`config.mk`:
```
export PLATFORM = sky130hd
export DESIGN_NAME = feature_frame_buffer
export DESIGN_NICKNAME = d
export VERILOG_FILES = /design/src/rtl/nn_parameters.sv /design/src/rtl/feature_frame_buffer_bank.sv /design/src/rtl/feature_frame_buffer.sv
export SDC_FILE = /design/constraint.sdc
export NUM_CORES = 1
export LEC_CHECK = 0
export ABC_AREA = 1
export CORE_ASPECT_RATIO = 1.4
export CORE_MARGIN = 10
export CORE_UTILIZATION = 54
export DETAILED_ROUTE_END_ITERATION = 10
export GPL_ROUTABILITY_DRIVEN = 0
export PLACE_DENSITY = 0.79
export REMOVE_ABC_BUFFERS = 1
export SETUP_SLACK_MARGIN = 0.05
export SYNTH_ARGS = -nofsm -noshare
export SYNTH_HDL_FRONTEND = slang
export SYNTH_SLANG_ARGS = --single-unit
```
`constraint.sdc`:
```
create_clock -name clk -period 1.63 [get_ports clk]
set_input_delay 0.2445 -clock clk [delete_from_list [all_inputs] [get_ports clk]]
set_output_delay 0.2445 -clock clk [all_outputs]
set_load 0.005 [all_outputs]
```
`src/rtl/nn_parameters.sv`:
```
// Shared network dimensions and element types for the feature front-end.
// IN_SIZE_1 is the single source for the length of an input feature frame.
package nn_parameters;

  localparam int IN_SIZE_1   = 4;
  localparam int FRAME_CNT_W = $clog2(IN_SIZE_1);

  typedef logic signed [7:0] feature_t;

  // Element counter width for an arbitrary frame length; never narrower than 1 bit.
  function automatic int cnt_width(input int vec_len);
    return (vec_len < 2) ? 1 : $clog2(vec_len);
  endfunction

endpackage

```
`src/rtl/feature_frame_buffer_bank.sv`:
```
// feature_bank: one frame of storage. Indexed single-element write,
// whole-bank synchronous clear, and a parallel read of every element.
// Clear wins over a write in the same cycle, so a bank that is being
// discarded can never keep a stray element.
module feature_bank
  import nn_parameters::*;
#(
  parameter int VEC_LEN = IN_SIZE_1,
  parameter int DATA_W  = 8,
  parameter int IDX_W   = cnt_width(VEC_LEN)
) (
  input  logic                     clk,
  input  logic                     rst_n,
  input  logic                     wr_en,
  input  logic [IDX_W-1:0]         wr_idx,
  input  logic signed [DATA_W-1:0] wr_data,
  input  logic                     clr,
  output logic signed [DATA_W-1:0] rd_data [0:VEC_LEN-1]
);

  logic signed [DATA_W-1:0] mem_q [0:VEC_LEN-1];
  logic signed [DATA_W-1:0] mem_d [0:VEC_LEN-1];

  // Next bank contents: clear, else write one element, else hold.
  always_comb begin
    mem_d = mem_q;
    if (clr) begin
      for (int i = 0; i < VEC_LEN; i++) begin
        mem_d[i] = '0;
      end
    end else if (wr_en) begin
      mem_d[wr_idx] = wr_data;
    end
  end

  // Storage registers with synchronous active-low reset to zero.
  always_ff @(posedge clk) begin
    if (!rst_n) begin
      for (int i = 0; i < VEC_LEN; i++) begin
        mem_q[i] <= '0;
      end
    end else begin
      mem_q <= mem_d;
    end
  end

  assign rd_data = mem_q;

endmodule

```
`src/rtl/feature_frame_buffer.sv`:
```
// feature_frame_buffer: packs a serial stream of signed feature elements
// into VEC_LEN-element frames held in a ping-pong pair of banks and offers
// each completed frame as a parallel vector with a valid/ready handshake.
// Optional: FEATURE_FRAME_BUF_FLUSH_EN adds a flush input that discards
// the partial frame currently being collected.
module feature_frame_buffer
  import nn_parameters::*;
#(
  parameter int VEC_LEN = IN_SIZE_1,
  parameter int DATA_W  = 8
) (
  input  logic                     clk,
  input  logic                     rst_n,
`ifdef FEATURE_FRAME_BUF_FLUSH_EN
  input  logic                     flush,
`endif
  input  logic                     s_valid,
  output logic                     s_ready,
  input  logic signed [DATA_W-1:0] s_data,
  input  logic                     s_last,
  output logic                     m_valid,
  input  logic                     m_ready,
  output logic signed [DATA_W-1:0] m_vector [0:VEC_LEN-1],
  output logic                     frame_err
);

  localparam int CNT_W = cnt_width(VEC_LEN);
  localparam logic [CNT_W-1:0] LAST_IDX = CNT_W'(VEC_LEN - 1);

  logic             wr_ptr_q, wr_ptr_d;
  logic             rd_ptr_q, rd_ptr_d;
  logic [1:0]       full_q, full_d;
  logic [CNT_W-1:0] cnt_q, cnt_d;
  logic             frame_err_q, frame_err_d;

  logic             flush_w;
  logic             accept_w;
  logic             at_last_w;
  logic             complete_w;
  logic             rel_w;
  logic [1:0]       bank_wr_en;
  logic [1:0]       bank_clr;

  logic signed [DATA_W-1:0] bank0_rd [0:VEC_LEN-1];
  logic signed [DATA_W-1:0] bank1_rd [0:VEC_LEN-1];

`ifdef FEATURE_FRAME_BUF_FLUSH_EN
  assign flush_w = flush;
`else
  assign flush_w = 1'b0;
`endif

  // Handshake outputs come straight from registered flags and pointers.
  assign s_ready   = !full_q[wr_ptr_q];
  assign m_valid   = full_q[rd_ptr_q];
  assign frame_err = frame_err_q;

  // Next-state for pointers, full flags, element counter and error pulse.
  // Completion targets the write bank and release the read bank; a full
  // bank cannot be written, so the two never collide on one bank.
  always_comb begin
    accept_w    = s_valid && s_ready;
    at_last_w   = (cnt_q == LAST_IDX);
    complete_w  = accept_w && !flush_w && (s_last || at_last_w);
    rel_w       = full_q[rd_ptr_q] && m_ready;

    full_d      = full_q;
    wr_ptr_d    = wr_ptr_q;
    rd_ptr_d    = rd_ptr_q;
    cnt_d       = cnt_q;
    frame_err_d = 1'b0;

    if (rel_w) begin
      full_d[rd_ptr_q] = 1'b0;
      rd_ptr_d         = !rd_ptr_q;
    end

    if (flush_w) begin
      cnt_d = '0;
    end else if (complete_w) begin
      full_d[wr_ptr_q] = 1'b1;
      wr_ptr_d         = !wr_ptr_q;
      cnt_d            = '0;
      // Early s_last or a missing s_last on the final slot: exactly one is true.
      frame_err_d      = s_last ^ at_last_w;
    end else if (accept_w) begin
      cnt_d = cnt_q + CNT_W'(1);
    end
  end

  // Bank write enables and clears; a flushed beat never lands in storage.
  always_comb begin
    bank_wr_en[0] = accept_w && !flush_w && !wr_ptr_q;
    bank_wr_en[1] = accept_w && !flush_w &&  wr_ptr_q;
    bank_clr[0]   = (rel_w && !rd_ptr_q) || (flush_w && !wr_ptr_q);
    bank_clr[1]   = (rel_w &&  rd_ptr_q) || (flush_w &&  wr_ptr_q);
  end

  // Control registers with synchronous active-low reset.
  always_ff @(posedge clk) begin
    if (!rst_n) begin
      wr_ptr_q    <= 1'b0;
      rd_ptr_q    <= 1'b0;
      full_q      <= 2'b00;
      cnt_q       <= '0;
      frame_err_q <= 1'b0;
    end else begin
      wr_ptr_q    <= wr_ptr_d;
      rd_ptr_q    <= rd_ptr_d;
      full_q      <= full_d;
      cnt_q       <= cnt_d;
      frame_err_q <= frame_err_d;
    end
  end

  feature_bank #(
    .VEC_LEN (VEC_LEN),
    .DATA_W  (DATA_W),
    .IDX_W   (CNT_W)
  ) u_bank0 (
    .clk     (clk),
    .rst_n   (rst_n),
    .wr_en   (bank_wr_en[0]),
    .wr_idx  (cnt_q),
    .wr_data (s_data),
    .clr     (bank_clr[0]),
    .rd_data (bank0_rd)
  );

  feature_bank #(
    .VEC_LEN (VEC_LEN),
    .DATA_W  (DATA_W),
    .IDX_W   (CNT_W)
  ) u_bank1 (
    .clk     (clk),
    .rst_n   (rst_n),
    .wr_en   (bank_wr_en[1]),
    .wr_idx  (cnt_q),
    .wr_data (s_data),
    .clr     (bank_clr[1]),
    .rd_data (bank1_rd)
  );

  // Present the bank the read pointer selects.
  always_comb begin
    for (int i = 0; i < VEC_LEN; i++) begin
      m_vector[i] = rd_ptr_q ? bank1_rd[i] : bank0_rd[i];
    end
  end

endmodule

```
==> metrics.md <==
| Metric | Value |
|---|---|
| Drt wl/cell | 13.2 microns |
| Clk Latency, worst-skew pair | 350 ps |
| Die width | 85.7 microns |
| Reg2Reg Setup Slack | 210 ps |
| Post-synthesis xor/xnor area fraction | 0% |
| Leak | 0.00185 uW |
| Register area | 1430 sq um |
| Max-Cap Viols | 0 |
| Highest achievable clock rate | 0.644 GHz |
| Critical path class | reg -> out |
| TritonCTS Buffers | 9 |
| Grt total ovfl | 0 |
| Reg clk slew, reported paths | 70 ps |
| Adder-cell share of the synthesized area | 1.92% |
| Arr. time, crit path | 1310 ps |
| Total number of vias | 2,986 |
| HP Class | reg -> reg |
| FILL cells | 503 |
| Setup-failing EPs final | 0 |
| H-tree levels | 3 |
| Unique masters post-synth | 19 |
| Fin. Hold Viols | 0 |
| DRT Wirelength | 7890 microns |
| First-pass GRT wire length | 13,100 microns |
| Critical path startpoint category | register |
| # diodes | 0 |
| Pre-CTS setup slack | 76.3 ps |
| Mapped Avg Cell Area | 6.85 sq um |
| Vias per cell | 4.98 |
| Critical Path Stages | 3 |
| CP max stage delay | 380 ps |
| PwrDens | 970 nW/um^2 |
| CP top delay family | buffers and inverters |
| Clock sink count | 71 |
| Hold Crit Start | u_bank1.rd_data[9]$_SDFFE_PP0P_ |
| Status | complete, no violations |
| Sequential area share after synthesis | 43.5% |
| Vias in the first global route | 2,764 |
| DRT Pass-1 Iters | 4 |
| Count of state elements after synthesis | 71 |
| Die height | 112 microns |
| Mux cell area share after synthesis | 0% |
| Final ANT Viol Nets | 0 |
| Number of port buffers | 47 |
| Largest family of logic cells by synthesized area | simple AND/OR/NAND/NOR gates |
| IO Count | 48 |
| CTS Root Cell | clkbuf_8 |
| Worst-Margin Slew | 442 ps |
| Largest net degree at the start of global routing | 34 |
| Synth warnings | 0 |
| Iteration-0 DRC Markers | 203 |
| Tcrit/Tclk final | 95.2% |
| Simple logic cell fraction of the synthesized area | 34.1% |
| R2R depth | 7 |
| Die area | 9600 sq um |
| CTS tree | yes |
| Seq pwr share | 46.6% |
| DP Wirelength | 5330 microns |
| Final net count | 542 |
| Compound-gate portion of the synthesized area | 10.4% |
| CTS Buffer Depth | 2 |
| R2r endpoint | cnt_q[0]$_SDFFE_PP0N_ |
| Rel. slew slack | 70.4% |
| Switching share of power | 24.7% |
| Peak VDD IR | 0.589 mV |
| Min Tclk post-route | 1550 ps |
| Crit path cell chain | buf_12 > o21ai_0 > dlygate4sd2_1 |
| Initial antenna violation count | 0 |
| Final worst hold slack | 463 ps |
| Layout Area Growth over Synthesis | 23.6% |
| Worst setup EP type | primary output |
| DRC viols | 0 |
| Gr usage total | 16.6% |
| Synthesized cell area | 3270 sq um |
| Critical R2R Launch | cnt_q[1]$_SDFFE_PP0N_ |
| CP bufs+invs | 2 |
| WP data required | 1390 ps |
| Pint | 2950 uW |
| PnR worst setup slack | 78.3 ps |
| Multi-input logic area | 1520 sq um |
| Share of cells above drive strength 1 | 13.0% |
| Post-CTS setup buffers | 0 |
| Hold endpoint | u_bank1.rd_data[9]$_SDFFE_PP0P_ |
| Setup Skew | 4.65 ps |
| Logic pwr share | 13.0% |
| RSZ-0062 raised after global routing | yes |
| Core area | 5860 sq um |
| Largest fanout on the critical path | 18 |
| Row count | 33 |
| Post-Synthesis Cells | 477 |
| Hold Buf Count CTS | 0 |
| Net Switching | 967 uW |
| Max stage delay cell, worst path | dfxtp_4 |
| Initial Utilization | 55.7% |
| Final max-slew violation count | 0 |
| Hold Path Cell Cnt | 2 |
| Clk pwr share | 40.4% |
==> sequential cells by signal, summed over array words and instances (netlist names) <==
| name | flops |
|---|---|
| cnt_q | 2 |
| frame_err | 1 |
| full_q | 2 |
| rd_ptr_q | 1 |
| u_bank0.rd_data | 32 |
| u_bank1.rd_data | 32 |
| wr_ptr_q | 1 |
==> area by class of cell <==
type                    count  area share, %
multi-input cells         331           37.7
inverters                  47           4.37
repair buffers             64           14.9
flip-flops and latches     71           35.4
clock buffers              13           3.94
clock inverters             3           1.61
well taps                  70           2.17
==> worst max-delay path by stage <==
stage                                from                         endpoint  slack (ps)
CTS                 rd_ptr_q$_SDFFE_PN0N_                      m_vector[4]        -200
global placement    rd_ptr_q$_SDFFE_PN0N_                     m_vector[29]         110
detailed placement  rd_ptr_q$_SDFFE_PN0N_                      m_vector[1]          80
finish              rd_ptr_q$_SDFFE_PN0N_                     m_vector[28]          80
global route        rd_ptr_q$_SDFFE_PN0N_                     m_vector[28]          40
floorplan           rd_ptr_q$_SDFFE_PN0N_  u_bank0.rd_data[0]$_SDFFE_PP0P_        -610
==> metrics by stage <==
step / utilization (%) / area, sq um / cells / total power [uW] / TNS (ps)
after floorplan: - / 3110 / 449 / 2110 / -42830
after global placement: 66.3 / 3890 / 583 / 2380 / 0
after detailed placement: 66.3 / 3890 / 583 / 2400 / 0
after CTS: 69.7 / 4080 / 599 / 3930 / -201
after global routing: 68.8 / 4040 / 599 / 4070 / 0
final: 68.8 / 4040 / 599 / 3910 / 0
==> cell usage after synthesis <==
| library cell | count | area share (%) |
|---|---|---|
| nand4_2 | 2 | 0.77 |
| nor2_1 | 65 | 7.5 |
| a21oi_1 | 35 | 5.4 |
| buf_4 | 1 | 0.23 |
| buf_2 | 17 | 2.6 |
| nand3_1 | 7 | 1.1 |
| nand2_1 | 173 | 20 |
| nand4_4 | 6 | 3.9 |
| buf_6 | 3 | 1.0 |
| dfxtp_1 | 71 | 44 |
| buf_1 | 2 | 0.23 |
| nand4_1 | 3 | 0.57 |
| clkbuf_1 | 5 | 0.57 |
| o21ai_0 | 33 | 5.1 |
| and2_1 | 1 | 0.19 |
| inv_1 | 42 | 4.8 |
| nor2_2 | 1 | 0.19 |
| ha_1 | 5 | 1.9 |
| inv_2 | 5 | 0.57 |
==> layer usage <==
layer / GRT usage, % / wire length, microns
met1: 18.6 / 3260
met2: 28.4 / 4020
met3: 4.70 / 477
met4: 7.16 / 138
met5: 0 / 0
==> placed cells by master, fill, tap and decap left out <==
cell             instances
a21oi_1                 35
and2_1                   1
buf_12                   8
buf_2                    1
buf_4                    8
buf_6                    1
bufinv_16                2
clkbuf_1                 2
clkbuf_2                18
clkbuf_8                11
clkdlybuf4s15_1          7
clkdlybuf4s50_1         13
clkinv_2                 1
dfxtp_1                 68
dfxtp_2                  2
dfxtp_4                  1
dlygate4sd2_1            7
dlymetal6s2s_1           1
ha_1                     5
inv_1                   42
inv_2                    5
nand2_1                171
nand2_2                  2
nand3_1                  7
nand4_1                  3
nand4_2                  2
nand4_4                  6
nor2_1                  65
nor2_2                   1
o21ai_0                 10
o21ai_1                 23
==> logic make-up after synthesis <==
group / Yosys count
AOI/OAI and AO/OA: 68
adders and majority gates: 5
buffers and inverters: 75
DFF: 71
and+or+nand+nor: 258
==> power by group through the flow <==
stage | Sequential, uW | Clock [uW] | Combinational, uW
after global routing | 1830 | 1670 | 567
after detailed placement | 1860 | 0 | 536
after global placement | 1860 | 0 | 521
final | 1820 | 1580 | 509
after CTS | 1820 | 1600 | 512
after floorplan | 1880 | 0 | 229
==> worst min-delay path, cell delays in order, from the launching register on <==
cell and delay, ps:
dfxtp_1 310, nand2_1 60, a21oi_1 50
==> what timing repair did <==
item | 4_1_cts | 5_1_grt
endpoints found under the hold margin | 0 | 0
endpoints found under the setup margin | 34 | 29
resized for setup | 48 | 64
(Power assumes the default switching activity.)
